===== config.mk =====
export PLATFORM = sky130hd
export DESIGN_NAME = nn_layer_engine
export DESIGN_NICKNAME = d
export VERILOG_FILES = /design/src/rtl/nn_layer_pkg.sv /design/src/rtl/nn_layer_engine_sat_mac.sv /design/src/rtl/nn_layer_engine.sv
export SDC_FILE = /design/constraint.sdc
export NUM_CORES = 1
export LEC_CHECK = 0
export CELL_PAD_IN_SITES_DETAIL_PLACEMENT = 1
export CELL_PAD_IN_SITES_GLOBAL_PLACEMENT = 1
export CORE_MARGIN = 2
export CORE_UTILIZATION = 40
export CTS_CLUSTER_SIZE = 12
export DETAILED_ROUTE_END_ITERATION = 10
export GPL_TIMING_DRIVEN = 0
export PLACE_DENSITY = 0.71
export SETUP_SLACK_MARGIN = 0.2
export SKIP_CTS_REPAIR_TIMING = 1
export SYNTH_ARGS = -nofsm -noshare
export SYNTH_HDL_FRONTEND = slang
export SYNTH_SLANG_ARGS = --single-unit

===== constraint.sdc =====
create_clock -name clk_i -period 4.8 [get_ports clk_i]
set_input_delay 0.72 -clock clk_i [delete_from_list [all_inputs] [get_ports clk_i]]
set_output_delay 0.72 -clock clk_i [all_outputs]
set_load 0.02 [all_outputs]

===== src/rtl/nn_layer_pkg.sv =====
// Shared types and helpers for the time-multiplexed neuron layer engine.
// Keeps width math and saturation rules in one place.
package nn_layer_pkg;

  typedef enum logic [1:0] {IDLE, FWD, UPD, DONE} state_t;

  function automatic int acc_width(input int ww, input int xw, input int n_in);
    return ww + xw + $clog2(n_in) + 1;
  endfunction

  // Clamp a signed value into the two's-complement range of the given width.
  function automatic longint sat_signed(input longint v, input int width);
    longint hi;
    longint lo;
    hi = (longint'(1) << (width - 1)) - 1;
    lo = -(longint'(1) << (width - 1));
    if (v > hi) return hi;
    if (v < lo) return lo;
    return v;
  endfunction

  function automatic longint default_weight(input int i, input int ww);
    return sat_signed(longint'(i + 1), ww);
  endfunction

endpackage


===== src/rtl/nn_layer_engine_sat_mac.sv =====
// Single shared datapath: one multiply per cycle feeding the forward accumulator
// (with ReLU/saturation) and the saturating weight-update path.
module sat_mac
  import nn_layer_pkg::*;
#(
  parameter int N_IN     = 4,
  parameter int XW       = 1,
  parameter int WW       = 8,
  parameter int EW       = 8,
  parameter int AW       = 10,
  parameter int LR_SHIFT = 3
) (
  input  logic                 clk_i,
  input  logic                 rst_i,
  input  logic                 acc_en,
  input  logic                 acc_clr,
  input  logic signed [WW-1:0] w,
  input  logic [XW-1:0]        x,
  input  logic signed [EW-1:0] err,
  output logic [AW-1:0]        act,
  output logic signed [WW-1:0] w_upd
);

  localparam int ACCW = acc_width(WW, XW, N_IN);
  localparam int PW   = WW + XW + 1;
  localparam int GW   = EW + XW + 1;

  logic signed [ACCW-1:0] acc_q;
  logic signed [ACCW-1:0] acc_sum;
  logic signed [PW-1:0]   prod;
  logic signed [GW-1:0]   grad;
  longint                 acc_l;
  longint                 diff;

  // NOTE: every always_comb output gets a default first so no latch can be inferred.
  always_comb begin
    prod    = PW'(w) * PW'($signed({1'b0, x}));
    acc_sum = (acc_clr ? ACCW'(0) : acc_q) + ACCW'(prod);
    acc_l   = longint'(acc_sum);
    act     = '0;
    if (acc_l >= 0) begin
      if (acc_l > (longint'(1) << AW) - 1) act = '1;
      else                                 act = AW'(acc_l);
    end
    grad  = GW'(err) * GW'($signed({1'b0, x}));
    diff  = longint'(w) - longint'(grad >>> LR_SHIFT);
    w_upd = WW'(sat_signed(diff, WW));
  end

  always_ff @(posedge clk_i or negedge rst_i) begin
    if (!rst_i)      acc_q <= '0;
    else if (acc_en) acc_q <= acc_sum;
  end

endmodule


===== src/rtl/nn_layer_engine.sv =====
// Fully-connected layer of N_OUT neurons over N_IN inputs, one weight per cycle,
// with forward (ReLU) and in-place weight-update passes behind a start/done handshake.
module nn_layer_engine
  import nn_layer_pkg::*;
#(
  parameter int N_IN     = 4,
  parameter int N_OUT    = 2,
  parameter int XW       = 1,
  parameter int WW       = 8,
  parameter int EW       = 8,
  parameter int AW       = 10,
  parameter int LR_SHIFT = 3
) (
  input  logic                  clk_i,
  input  logic                  rst_i,
  input  logic                  start_i,
  input  logic                  mode_i,
  input  logic                  init_i,
  input  logic [N_IN*XW-1:0]    x_i,
  input  logic [N_OUT*EW-1:0]   err_i,
  output logic [N_OUT*AW-1:0]   act_o,
  output logic                  busy_o,
  output logic                  done_o
);

  localparam int NW   = N_OUT * N_IN;
  localparam int IW   = (N_IN  > 1) ? $clog2(N_IN)  : 1;
  localparam int JW   = (N_OUT > 1) ? $clog2(N_OUT) : 1;
  localparam int IDXW = (NW    > 1) ? $clog2(NW)    : 1;

  state_t                 state_q, state_d;
  logic [IW-1:0]          i_q;
  logic [JW-1:0]          j_q;
  int                     ii, jj;
  logic [IDXW-1:0]        idx;
  logic                   accept, last_i, last_step, do_init;
  logic [N_IN*XW-1:0]     x_q;
  logic [N_OUT*EW-1:0]    err_q;
  logic signed [WW-1:0]   w_q [NW];
  logic [AW-1:0]          shadow_q [N_OUT];
  logic [N_OUT*AW-1:0]    act_q, act_next;
  logic                   busy_q, done_q;
  logic [AW-1:0]          mac_act;
  logic signed [WW-1:0]   mac_w_upd;

  assign ii        = int'(i_q);
  assign jj        = int'(j_q);
  assign idx       = IDXW'(jj * N_IN + ii);
  assign last_i    = (ii == N_IN - 1);
  assign last_step = last_i && (jj == N_OUT - 1);
  assign do_init   = (state_q == IDLE) && init_i;

  always_comb begin
    state_d = state_q;
    accept  = 1'b0;
    unique case (state_q)
      IDLE: begin
        // init has priority; a start arriving with it is dropped
        if (start_i && !init_i) begin
          accept  = 1'b1;
          state_d = mode_i ? UPD : FWD;
        end
      end
      FWD, UPD: if (last_step) state_d = DONE;
      DONE:     state_d = IDLE;
      default:  state_d = IDLE;
    endcase
  end

  always_ff @(posedge clk_i or negedge rst_i) begin
    if (!rst_i) begin
      state_q <= IDLE;
      busy_q  <= 1'b0;
      done_q  <= 1'b0;
      i_q     <= '0;
      j_q     <= '0;
      x_q     <= '0;
      err_q   <= '0;
    end else begin
      state_q <= state_d;
      busy_q  <= (state_d != IDLE);
      done_q  <= (state_d == DONE);
      if (accept) begin
        x_q   <= x_i;
        err_q <= err_i;
      end
      if (state_q == FWD || state_q == UPD) begin
        if (last_i) begin
          i_q <= '0;
          j_q <= last_step ? '0 : j_q + 1'b1;
        end else begin
          i_q <= i_q + 1'b1;
        end
      end else if (state_q == DONE) begin
        i_q <= '0;
        j_q <= '0;
      end
    end
  end

  sat_mac #(
    .N_IN(N_IN), .XW(XW), .WW(WW), .EW(EW), .AW(AW), .LR_SHIFT(LR_SHIFT)
  ) u_mac (
    .clk_i  (clk_i),
    .rst_i  (rst_i),
    .acc_en (state_q == FWD),
    .acc_clr(ii == 0),
    .w      (w_q[idx]),
    .x      (x_q[ii*XW +: XW]),
    .err    ($signed(err_q[jj*EW +: EW])),
    .act    (mac_act),
    .w_upd  (mac_w_upd)
  );

  // NOTE: the weight array is a register file, not RAM, so it is reset to defaults like any flop.
  always_ff @(posedge clk_i or negedge rst_i) begin
    if (!rst_i) begin
      for (int k = 0; k < NW; k++) w_q[k] <= WW'(default_weight(k % N_IN, WW));
    end else if (do_init) begin
      for (int k = 0; k < NW; k++) w_q[k] <= WW'(default_weight(k % N_IN, WW));
    end else if (state_q == UPD) begin
      w_q[idx] <= mac_w_upd;
    end
  end

  // Final neuron bypasses the shadow so all activations land together with done_o.
  always_comb begin
    act_next = '0;
    for (int j = 0; j < N_OUT; j++)
      act_next[j*AW +: AW] = (j == jj) ? mac_act : shadow_q[j];
  end

  always_ff @(posedge clk_i or negedge rst_i) begin
    if (!rst_i) begin
      for (int j = 0; j < N_OUT; j++) shadow_q[j] <= '0;
      act_q <= '0;
    end else if (state_q == FWD && last_i) begin
      shadow_q[j_q] <= mac_act;
      if (last_step) act_q <= act_next;
    end
  end

  assign act_o  = act_q;
  assign busy_o = busy_q;
  assign done_o = done_q;

endmodule


==> run summary, run 1 <==
GRT
------------------------------------------------------------------------------------------
Vias in the first global route                                                        6532
Tot GR Track Use                                                                     0.248
Initial antenna violation count                                                          0
Global-route wire length before repair                                            35500 um
Maximum number of pins on one net before global-route repair                            66
Total congestion overflow                                                                0

PLACED DESIGN
------------------------------------------------------------------------------------------
Final GP Congestion                                                                  0.906
Dpl hpwl                                                                          16000 um
PortBufs                                                                                40

STA
------------------------------------------------------------------------------------------
Relative slew slack                                                                  0.364
Slew at the pin closest to its max-slew limit                                     0.952 ns
Final count of hold timing violations                                                    0
Portion of the clock cycle consumed by the worst path in the final layout            0.923
Highest clock frequency the design can meet                                        226 MHz
Final Setup Violations                                                                   0
Setup repair after global routing missed its margin                                   true
Final Hold Slack                                                                  0.275 ns
Final critical path time including I/O delays and setup                            4.43 ns
Final-report max-slew violation count                                                    0
Largest clock skew in the final design                                           0.0101 ns

YOSYS
------------------------------------------------------------------------------------------
Async set or reset register ratio after synthesis                                     1.00
Syn nets                                                                               813
Post-synth top area share                                                            0.410
Dominant register cell in the synthesized netlist                             sky130_fd_sc_hd__dfrtp_1
Warnings, synthesis                                                                      0
Avg Inst Size Synth                                                               9.50 um2
Post-Syn Area                                                                     7140 um2
Cells taking the most area after synthesis                                    sky130_fd_sc_hd__dfrtp_1 41%, sky130_fd_sc_hd__ha_1 6.1%, sky130_fd_sc_hd__a21oi_1 5.5%, sky130_fd_sc_hd__nand2_1 4.7%, sky130_fd_sc_hd__o21ai_0 4.7%
Number of synthesized flops with an enable pin                                           0
Leading area contributor after synthesis                                      sky130_fd_sc_hd__dfrtp_1
Instance count of the mapped netlist                                                   751
Portion of the post-synthesis area used by sequential elements                       0.447
Synth cell types                                                                        61
Number of storage elements in the synthesis netlist                                    127

CLOCK NETWORK
------------------------------------------------------------------------------------------
Clock edge transition at the registers on the reported setup and hold paths        0.06 ns
Insertion delay to the later sink of the worst-skew pair                           0.42 ns
Clock buffers created by TritonCTS                                                      17
Clock sink total                                                                       127
CTS tree                                                                               yes
Maximum number of buffers from clock root to sink                                        2
CTS Root Buffer Type                                                          sky130_fd_sc_hd__clkbuf_16
Count of H-tree levels built during CTS                                                  4

SETUP PATH
------------------------------------------------------------------------------------------
Critical path cell sequence                                                   clkbuf_4 -> clkbuf_4 -> buf_2 -> nand3_1 -> a21oi_1 -> a211oi_2 -> nor2_1 -> ha_1 -> ha_1 -> fa_1 -> a211oi_2 -> o21ai_0 -> a21oi_1 -> o21a_2 -> xnor3_1 -> buf_2 -> a21oi_1
Worst setup path class                                                             reg2reg
Nature of the critical path startpoint                                            register
Worst EP required                                                                  5.13 ns
Top fanout value on the critical path                                                   10
Register-to-Register Setup Slack                                                   0.37 ns
R2r startpoint                                                                i_q[1]$_DFFE_PN0N_
Stage delay of the slowest cell on the critical path                               0.44 ns
Critical path endpoint category                                                   register
Crit path max-delay family                                                    compound AO/OA/AOI/OAI gates
CP most frequent cell                                                         sky130_fd_sc_hd__a21oi_1
CP Buf/Inv Count                                                                         4
Critical Path Slowest Stage Cell                                              sky130_fd_sc_hd__fa_1
Number of cell instances on the worst register-to-register path                         17
Arrival time of the worst setup path                                               4.76 ns
R2R Path End                                                                  act_o[11]$_DFFE_PN0P_

ROUTING
------------------------------------------------------------------------------------------
Detail-routed via count per cell                                                      5.79
Average detailed-routed wire length per instance                                   20.8 um
Via count                                                                             6089
Remaining antenna violation count                                                        0
Residual DRC                                                                             0
Total wire length after detailed routing                                          21900 um
Iteration count of the initial detailed-routing pass                                     5
Iteration-0 DRC Markers                                                                435

CELLS AND AREA
------------------------------------------------------------------------------------------
Synthesis-to-layout area growth                                                      19.9%
Fraction of layout cells with a size suffix above 1                                  0.141
Final Net Count                                                                        876
Number of diodes added for antenna fixing                                                0
Fill cell count                                                                       1941

DIE
------------------------------------------------------------------------------------------
Die Outline Area                                                                 18900 um2
Initial core utilization                                                             0.411
Die Y-Extent                                                                        138 um
Site Rows                                                                               48
Die span in x                                                                       138 um
Placeable core region                                                            17400 um2
I/O Pins                                                                                47

WORST HOLD PATH
------------------------------------------------------------------------------------------
Hold Path Class                                                                   in2async

RUN STATUS
------------------------------------------------------------------------------------------
Run status                                                                    finished, final reports clean

JOB
------------------------------------------------------------------------------------------
Number of max-cap violations                                                             0

## cell usage after synthesis (3+ instances only)
cell	n
sky130_fd_sc_hd__nor3_1	12
sky130_fd_sc_hd__ha_1	35
sky130_fd_sc_hd__dfrtp_1	117
sky130_fd_sc_hd__xnor2_1	7
sky130_fd_sc_hd__dfstp_2	10
sky130_fd_sc_hd__a211oi_2	4
sky130_fd_sc_hd__nor2_1	58
sky130_fd_sc_hd__nand3b_1	8
sky130_fd_sc_hd__o22ai_1	10
sky130_fd_sc_hd__o221ai_1	3
sky130_fd_sc_hd__maj3_1	5
sky130_fd_sc_hd__mux2_2	19
sky130_fd_sc_hd__a211oi_1	21
sky130_fd_sc_hd__mux2i_1	25
sky130_fd_sc_hd__and3_1	5
sky130_fd_sc_hd__a21oi_1	78
sky130_fd_sc_hd__or2_2	5
sky130_fd_sc_hd__o21a_1	4
sky130_fd_sc_hd__nand3_1	14
sky130_fd_sc_hd__clkbuf_1	42
sky130_fd_sc_hd__mux4_2	6
sky130_fd_sc_hd__a21o_1	8
sky130_fd_sc_hd__nand2b_1	7
sky130_fd_sc_hd__nand4_1	4
sky130_fd_sc_hd__a31oi_1	3
sky130_fd_sc_hd__o21ai_0	67
sky130_fd_sc_hd__nor2b_1	18
sky130_fd_sc_hd__o21ai_1	3
sky130_fd_sc_hd__nand2_1	90
sky130_fd_sc_hd__buf_2	5
sky130_fd_sc_hd__inv_1	17
## state kept, by name, indices dropped and copies added (netlist names)
register     count
busy_o           1
x_q              4
act_o           20
i_q              2
err_q           10
shadow_q        10
done_o           1
w_q             64
u_mac.acc_q     12
j_q              1
state_q          2
## worst register-to-register path, delay by kind of cell, from the launching register on
family,cells,cell delay [ns]
DFF,1,0.38
AOI/OAI and AO/OA,7,1.51
buffers and inverters,4,0.92
xor gates and xnor gates,1,0.30
and+or+nand+nor,2,0.23
adders and majority gates,3,0.97
## how the worst max path moves through the flow
stage / slack [ns] / cells after the start / startpoint / end
2_1_floorplan: 0.54 / 16 / j_q$_DFFE_PN0P_ / act_o[14]$_DFFE_PN0P_
3_3_place_gp: -1.97 / 1 / rst_i / w_q[26]$_DFFE_PN0P_
3_5_place_dp: -1.04 / 16 / j_q$_DFFE_PN0P_ / act_o[11]$_DFFE_PN0P_
4_1_cts: -1.12 / 16 / j_q$_DFFE_PN0P_ / act_o[11]$_DFFE_PN0P_
5_1_grt: 0.17 / 17 / i_q[1]$_DFFE_PN0N_ / act_o[11]$_DFFE_PN0P_
6_report: 0.37 / 17 / i_q[1]$_DFFE_PN0N_ / act_o[11]$_DFFE_PN0P_
## cells by family after synthesis
kind of cell | after synthesis | share of synthesized area
compound gates | 223 | 0.190
buf+inv | 68 | 0.0377
fa+ha+maj | 42 | 0.0740
xor+xnor | 11 | 0.0181
simple gates | 229 | 0.147
mux | 51 | 0.0861
flops | 127 | 0.447
## per-stage QoR
| stage | worst slack, ns | TNS [ns] | cell area [um2] | utilization | std cells |
|---|---|---|---|---|---|
| finish | 0.371 | 0 | 8560 | 0.493 | 1052 |
| global route | 0.167 | 0 | 8560 | 0.493 | 1052 |
| CTS | -1.12 | -54.66 | 8430 | 0.486 | 1049 |
| detailed placement | -1.04 | -49.08 | 7850 | 0.452 | 1017 |
| global placement | -1.97 | -283.89 | 7820 | 0.450 | 1016 |
| floorplan | 0.539 | 0 | 7140 | - | 751 |
## placed cells by master (no fill, tap or decap), types with 12 or more instances in the layout
master / synthesis / final
sky130_fd_sc_hd__a211oi_1: 21 / 18
sky130_fd_sc_hd__inv_1: 17 / 17
sky130_fd_sc_hd__nand2_1: 90 / 90
sky130_fd_sc_hd__clkbuf_1: 42 / 35
sky130_fd_sc_hd__a21oi_1: 78 / 78
sky130_fd_sc_hd__nor2b_1: 18 / 18
sky130_fd_sc_hd__clkbuf_16: 0 / 17
sky130_fd_sc_hd__nor2_1: 58 / 56
sky130_fd_sc_hd__o21ai_0: 67 / 67
sky130_fd_sc_hd__nand3_1: 14 / 14
sky130_fd_sc_hd__ha_1: 35 / 35
sky130_fd_sc_hd__mux2i_1: 25 / 24
sky130_fd_sc_hd__dfrtp_1: 117 / 115
sky130_fd_sc_hd__nor3_1: 12 / 12
sky130_fd_sc_hd__clkdlybuf4s50_1: 0 / 39
sky130_fd_sc_hd__mux2_2: 19 / 19
## area by class of cell
class	count	area [um2]	area share
multi-input combinational	556	3730	0.436
sequential	127	3190	0.373
clock buffer	26	499	0.0583
timing repair buffer	44	452	0.0528
tap	225	282	0.0329
buffer	50	248	0.0290
clock inverter	6	82.6	0.00965
inverter	18	67.6	0.00790
## metal layers
layer,part of all wire,track usage
met5,0,0
met4,0.030,0.0979
met3,0.046,0.0430
met2,0.49,0.415
met1,0.44,0.320
Power of run 1 is not shown: default switching activity piles up to over one toggle a cycle in this logic, so the estimate is an artifact.
==> inputs of run 2 (changes only) <==
- SETUP_SLACK_MARGIN: 0.2 -> default
==> run 2 against run 1 <==
  * First-iteration DRC count decreased by 22%
  * Register-to-register slack worse by 0.17 ns
  * Worst hold slack improved by 0.0018 ns
  * Setup slack got worse by 0.17 ns
  * Critical path type unchanged
  * Critical endpoint unchanged
==> run summary, run 2 (same netlist as run 1, synthesis figures left out) <==
ROUTING
------------------------------------------------------------------------------------------
Remaining antenna violation count                                                        0
Iteration-0 DRC Markers                                                                340
Iteration count of the initial detailed-routing pass                                     5
Residual DRC                                                                             0
Average detailed-routed wire length per instance                                   20.7 um
Detail-routed via count per cell                                                      5.77
Total wire length after detailed routing                                          21800 um
Via count                                                                             6064

GRT
------------------------------------------------------------------------------------------
Global-route wire length before repair                                            35500 um
Tot GR Track Use                                                                     0.248
Vias in the first global route                                                        6532
Total congestion overflow                                                                0
Initial antenna violation count                                                          0
Maximum number of pins on one net before global-route repair                            66

DIE
------------------------------------------------------------------------------------------
Site Rows                                                                               48
Die Y-Extent                                                                        138 um
Placeable core region                                                            17400 um2
Initial core utilization                                                             0.411
Die span in x                                                                       138 um
Die Outline Area                                                                 18900 um2
I/O Pins                                                                                47

SETUP PATH
------------------------------------------------------------------------------------------
Stage delay of the slowest cell on the critical path                               0.43 ns
R2r startpoint                                                                i_q[1]$_DFFE_PN0N_
Critical Path Slowest Stage Cell                                              sky130_fd_sc_hd__fa_1
Critical path endpoint category                                                   register
Top fanout value on the critical path                                                   10
Arrival time of the worst setup path                                               4.93 ns
CP most frequent cell                                                         sky130_fd_sc_hd__a21oi_1
Nature of the critical path startpoint                                            register
Number of cell instances on the worst register-to-register path                         17
R2R Path End                                                                  act_o[11]$_DFFE_PN0P_
Critical path cell sequence                                                   clkbuf_4 -> clkbuf_4 -> clkbuf_2 -> nand3_1 -> a21oi_1 -> a211oi_2 -> nor2_1 -> ha_1 -> ha_1 -> fa_1 -> a211oi_1 -> o21ai_0 -> a21oi_1 -> o21a_1 -> xnor3_1 -> buf_2 -> a21oi_1
Worst setup path class                                                             reg2reg
Worst EP required                                                                  5.13 ns
Register-to-Register Setup Slack                                                   0.20 ns

WORST HOLD PATH
------------------------------------------------------------------------------------------
Hold Path Class                                                                   in2async

STA
------------------------------------------------------------------------------------------
Final count of hold timing violations                                                    0
Relative slew slack                                                                  0.391
Min setup slack post-route                                                        0.199 ns
Final-report max-slew violation count                                                    0
Portion of the clock cycle consumed by the worst path in the final layout            0.959
Slew at the pin closest to its max-slew limit                                     0.912 ns
Final critical path time including I/O delays and setup                            4.60 ns
Largest clock skew in the final design                                          0.00884 ns
Final Setup Violations                                                                   0
Highest clock frequency the design can meet                                        217 MHz

CLOCK NETWORK
------------------------------------------------------------------------------------------
Count of H-tree levels built during CTS                                                  4
Clock sink total                                                                       127
CTS Root Buffer Type                                                          sky130_fd_sc_hd__clkbuf_16
CTS tree                                                                               yes
Maximum number of buffers from clock root to sink                                        2
Clock edge transition at the registers on the reported setup and hold paths        0.06 ns
Clock buffers created by TritonCTS                                                      17
Insertion delay to the later sink of the worst-skew pair                           0.42 ns

RUN STATUS
------------------------------------------------------------------------------------------
Run status                                                                    finished, final reports clean

CELLS AND AREA
------------------------------------------------------------------------------------------
Commonest non-fill, non-tap cell in the layout                                sky130_fd_sc_hd__dfrtp_1
Fraction of layout cells with a size suffix above 1                                  0.130
Final Net Count                                                                        875
Number of diodes added for antenna fixing                                                0
Fill cell count                                                                       1952
Most used cells in the layout excluding fill and tap cells                    117 x sky130_fd_sc_hd__dfrtp_1, 90 x sky130_fd_sc_hd__nand2_1, 78 x sky130_fd_sc_hd__a21oi_1
Register with the most flip-flops                                                      w_q
Synthesis-to-layout area growth                                                      19.4%
Max reg flops                                                                           64

JOB
------------------------------------------------------------------------------------------
Number of max-cap violations                                                             0

PLACED DESIGN
------------------------------------------------------------------------------------------
Pre-CTS setup slack                                                               -1.04 ns
Final GP Congestion                                                                  0.906
PortBufs                                                                                40
Dpl hpwl                                                                          16000 um

-- run 2: cell count changes in the layout (fill, tap and decap cells not counted), sizes merged --
cell and change:
buf -1
-- run 2: worst max path at each step --
stage	slack, ns	endpoint	from	cells after the start
after global placement	-1.97	w_q[26]$_DFFE_PN0P_	rst_i	1
after global routing	-0.05	shadow_q[13]$_DFFE_PN0P_	j_q$_DFFE_PN0P_	17
final	0.20	act_o[11]$_DFFE_PN0P_	i_q[1]$_DFFE_PN0N_	17
after detailed placement	-1.04	act_o[11]$_DFFE_PN0P_	j_q$_DFFE_PN0P_	16
after floorplan	0.54	act_o[14]$_DFFE_PN0P_	j_q$_DFFE_PN0P_	16
after CTS	-1.12	act_o[11]$_DFFE_PN0P_	j_q$_DFFE_PN0P_	16
-- run 2: per-layer routing --
layer	track usage	wire, um	vias to the layer above
met5	0	0	-
met4	0.0979	612	0
met3	0.0430	970	37
met2	0.415	10700	171
met1	0.320	9540	3056
li1	-	-	2800
-- run 2: area by class of cell --
cell class / instances / area [um2] / area share
buffer: 49 / 238 / 0.0279
multi-input combinational: 556 / 3710 / 0.435
timing repair buffer: 44 / 452 / 0.0530
clock inverter: 6 / 82.6 / 0.00970
sequential: 127 / 3190 / 0.375
inverter: 18 / 67.6 / 0.00793
clock buffer: 26 / 499 / 0.0586
tap: 225 / 282 / 0.0331
-- run 2: metrics by stage --
step                hold slack [ns]  instance area (um2)  cells   util  TNS [ns]
CTS                           0.302                 8430   1049  0.486    -54.66
finish                        0.277                 8520   1051  0.491         0
detailed placement            0.467                 7850   1017  0.452    -49.08
global placement              0.460                 7820   1016  0.450   -283.89
global route                  0.310                 8520   1051  0.491   -0.0744
floorplan                     0.424                 7140    751      -         0
-- run 2: critical path, delay by kind of cell, from the launching register on --
| family | cells | cell delay [ns] |
|---|---|---|
| buf+inv | 4 | 0.92 |
| xor+xnor | 1 | 0.32 |
| compound gates | 7 | 1.64 |
| simple gates | 2 | 0.26 |
| flops | 1 | 0.38 |
| fa+ha+maj | 3 | 0.97 |
Power of run 2 is left out for the same reason.
==> inputs of run 3 (changes only) <==
- GPL_ROUTABILITY_DRIVEN: default -> 0
- PLACE_DENSITY: 0.71 -> 0.73
- clock period: 4.8 -> 3.74 ns (I/O delays scaled with it)
==> run 3 against run 2 <==
  * The run now ends with negative setup slack left
  * Setup slack got worse by 0.34 ns
  * Maximum frequency rose by 18%
  * Final cell count rose by 3.1%
  * Final area rose by 9.8%
  * Via count rose by 3.7%
  * Flip-flop and latch count did not move
  * Sequential share of layout area fell by 3.3 points
  * Critical endpoint is now act_o[13]$_DFFE_PN0P_
  * Largest cell class unchanged
==> run summary, run 3 (same netlist as run 1, synthesis figures left out) <==
RUN STATUS
------------------------------------------------------------------------------------------
Run status                                                                    finished, violations left
Violated checks                                                               negative setup slack

CELLS AND AREA
------------------------------------------------------------------------------------------
Register with the most flip-flops                                                      w_q
Number of diodes added for antenna fixing                                                0
Commonest non-fill, non-tap cell in the layout                                sky130_fd_sc_hd__dfrtp_1
Final Net Count                                                                        908
Fill cell count                                                                       1896
Most used cells in the layout excluding fill and tap cells                    115 x sky130_fd_sc_hd__dfrtp_1, 89 x sky130_fd_sc_hd__nand2_1, 74 x sky130_fd_sc_hd__a21oi_1
Area occupied by multi-input gates                                                4130 um2
Summed area of non-filler cells in the final layout                               9350 um2
Fraction of layout cells with a size suffix above 1                                  0.240
Synthesis-to-layout area growth                                                      31.0%
Max reg flops                                                                           64
Area used by sequential logic in the layout                                       3190 um2

WORST HOLD PATH
------------------------------------------------------------------------------------------
Hold Path Class                                                                   in2async

CLOCK NETWORK
------------------------------------------------------------------------------------------
Count of H-tree levels built during CTS                                                  4
Insertion delay to the later sink of the worst-skew pair                           0.44 ns
Clock buffers created by TritonCTS                                                      17
CTS tree                                                                               yes
Clock sink total                                                                       127
CTS Root Buffer Type                                                          sky130_fd_sc_hd__clkbuf_16
Clock edge transition at the registers on the reported setup and hold paths        0.06 ns
Maximum number of buffers from clock root to sink                                        2

PLACED DESIGN
------------------------------------------------------------------------------------------
PortBufs                                                                                40
Dpl hpwl                                                                          15800 um
Post-place instance area                                                          7890 um2

STA
------------------------------------------------------------------------------------------
Portion of the clock cycle consumed by the worst path in the final layout             1.04
Final count of hold timing violations                                                    0
Min setup slack post-route                                                       -0.145 ns
Final-report max-slew violation count                                                    0
Final critical path time including I/O delays and setup                            3.88 ns
Largest clock skew in the final design                                           0.0133 ns
Highest clock frequency the design can meet                                        257 MHz
Slew at the pin closest to its max-slew limit                                     0.934 ns
Final Setup Violations                                                                  20
Relative slew slack                                                                  0.372
Setup repair after global routing missed its margin                                   true

GRT
------------------------------------------------------------------------------------------
Initial antenna violation count                                                          0
Maximum number of pins on one net before global-route repair                            67
Global-route wire length before repair                                            34400 um
Vias in the first global route                                                        6271
Tot GR Track Use                                                                     0.243
Total congestion overflow                                                                0

DIE
------------------------------------------------------------------------------------------
Die Y-Extent                                                                        138 um
Initial core utilization                                                             0.411
Site Rows                                                                               48
I/O Pins                                                                                47
Placeable core region                                                            17400 um2
Die Outline Area                                                                 18900 um2
Die span in x                                                                       138 um

SETUP PATH
------------------------------------------------------------------------------------------
Arrival time of the worst setup path                                               4.23 ns
Critical Path Slowest Stage Cell                                              sky130_fd_sc_hd__dfrtp_2
CP most frequent cell                                                         sky130_fd_sc_hd__a211oi_2
Number of cell instances on the worst register-to-register path                         17
Critical path cell sequence                                                   buf_12 -> buf_4 -> mux2i_2 -> a211oi_2 -> a211oi_2 -> buf_4 -> nor2_4 -> ha_4 -> ha_4 -> fa_2 -> a211oi_2 -> o21ai_1 -> a21oi_2 -> o21a_2 -> xnor3_2 -> buf_6 -> a211oi_4
Nature of the critical path startpoint                                            register
Worst setup path class                                                             reg2reg
R2r startpoint                                                                i_q[0]$_DFFE_PN0N_
CP Buf/Inv Count                                                                         4
Stage delay of the slowest cell on the critical path                               0.48 ns
Register-to-Register Setup Slack                                                  -0.14 ns
R2R Path End                                                                  act_o[13]$_DFFE_PN0P_
Crit path max-delay family                                                    compound AO/OA/AOI/OAI gates
Worst EP required                                                                  4.08 ns
Top fanout value on the critical path                                                    6
Critical path endpoint category                                                   register

ROUTING
------------------------------------------------------------------------------------------
Total wire length after detailed routing                                          23500 um
Detail-routed via count per cell                                                      5.80
Average detailed-routed wire length per instance                                   21.7 um
Iteration-0 DRC Markers                                                                482
Via count                                                                             6290
Iteration count of the initial detailed-routing pass                                     5
Remaining antenna violation count                                                        0
Residual DRC                                                                             0

JOB
------------------------------------------------------------------------------------------
Number of max-cap violations                                                             0

## run 3: cell types whose count changed in the layout (fill, tap and decap cells not counted), sizes merged
cell,change
clkinvlp,+2
clkbuf,-12
clkinv,+4
bufinv,-2
buf,+41
## run 3: area by class of cell
cell class | instances | share of cell area
inverters | 18 | 0.00749
repair buffers | 78 | 0.0847
clock inverters | 10 | 0.00696
clock buffers | 22 | 0.0497
plain buffers | 48 | 0.0380
flip-flops and latches | 127 | 0.342
multi-input cells | 556 | 0.442
well taps | 225 | 0.0301
## run 3: worst max-delay path by stage
stage	endpoint	slack, ns	cells after the start	startpoint
floorplan	act_o[14]$_DFFE_PN0P_	0.02	16	j_q$_DFFE_PN0P_
global placement	w_q[45]$_DFFE_PN0P_	-2.77	1	rst_i
detailed placement	w_q[53]$_DFFE_PN0P_	-1.40	13	j_q$_DFFE_PN0P_
CTS	w_q[53]$_DFFE_PN0P_	-1.42	13	j_q$_DFFE_PN0P_
global route	act_o[13]$_DFFE_PN0P_	-0.24	18	i_q[1]$_DFFE_PN0N_
finish	act_o[13]$_DFFE_PN0P_	-0.14	17	i_q[0]$_DFFE_PN0N_
## run 3: routing by layer
layer / vias to the layer above / share of wire / GRT usage
met2: 192 / 0.51 / 0.408
li1: 2867 / - / -
met3: 53 / 0.043 / 0.0372
met4: 0 / 0.028 / 0.0848
met1: 3178 / 0.42 / 0.318
met5: - / 0 / 0
## run 3: per-stage QoR
step | util | cells | setup WS, ns | hold slack [ns] | TNS (ns)
floorplan | - | 751 | 0.0162 | 0.265 | 0
detailed placement | 0.455 | 1017 | -1.40 | 0.465 | -80.21
CTS | 0.485 | 1049 | -1.42 | 0.123 | -83.13
global placement | 0.453 | 1016 | -2.77 | 0.461 | -401.23
finish | 0.539 | 1084 | -0.145 | 0.101 | -1.41
global route | 0.539 | 1084 | -0.237 | 0.142 | -4.27
Power of run 3 is left out for the same reason.
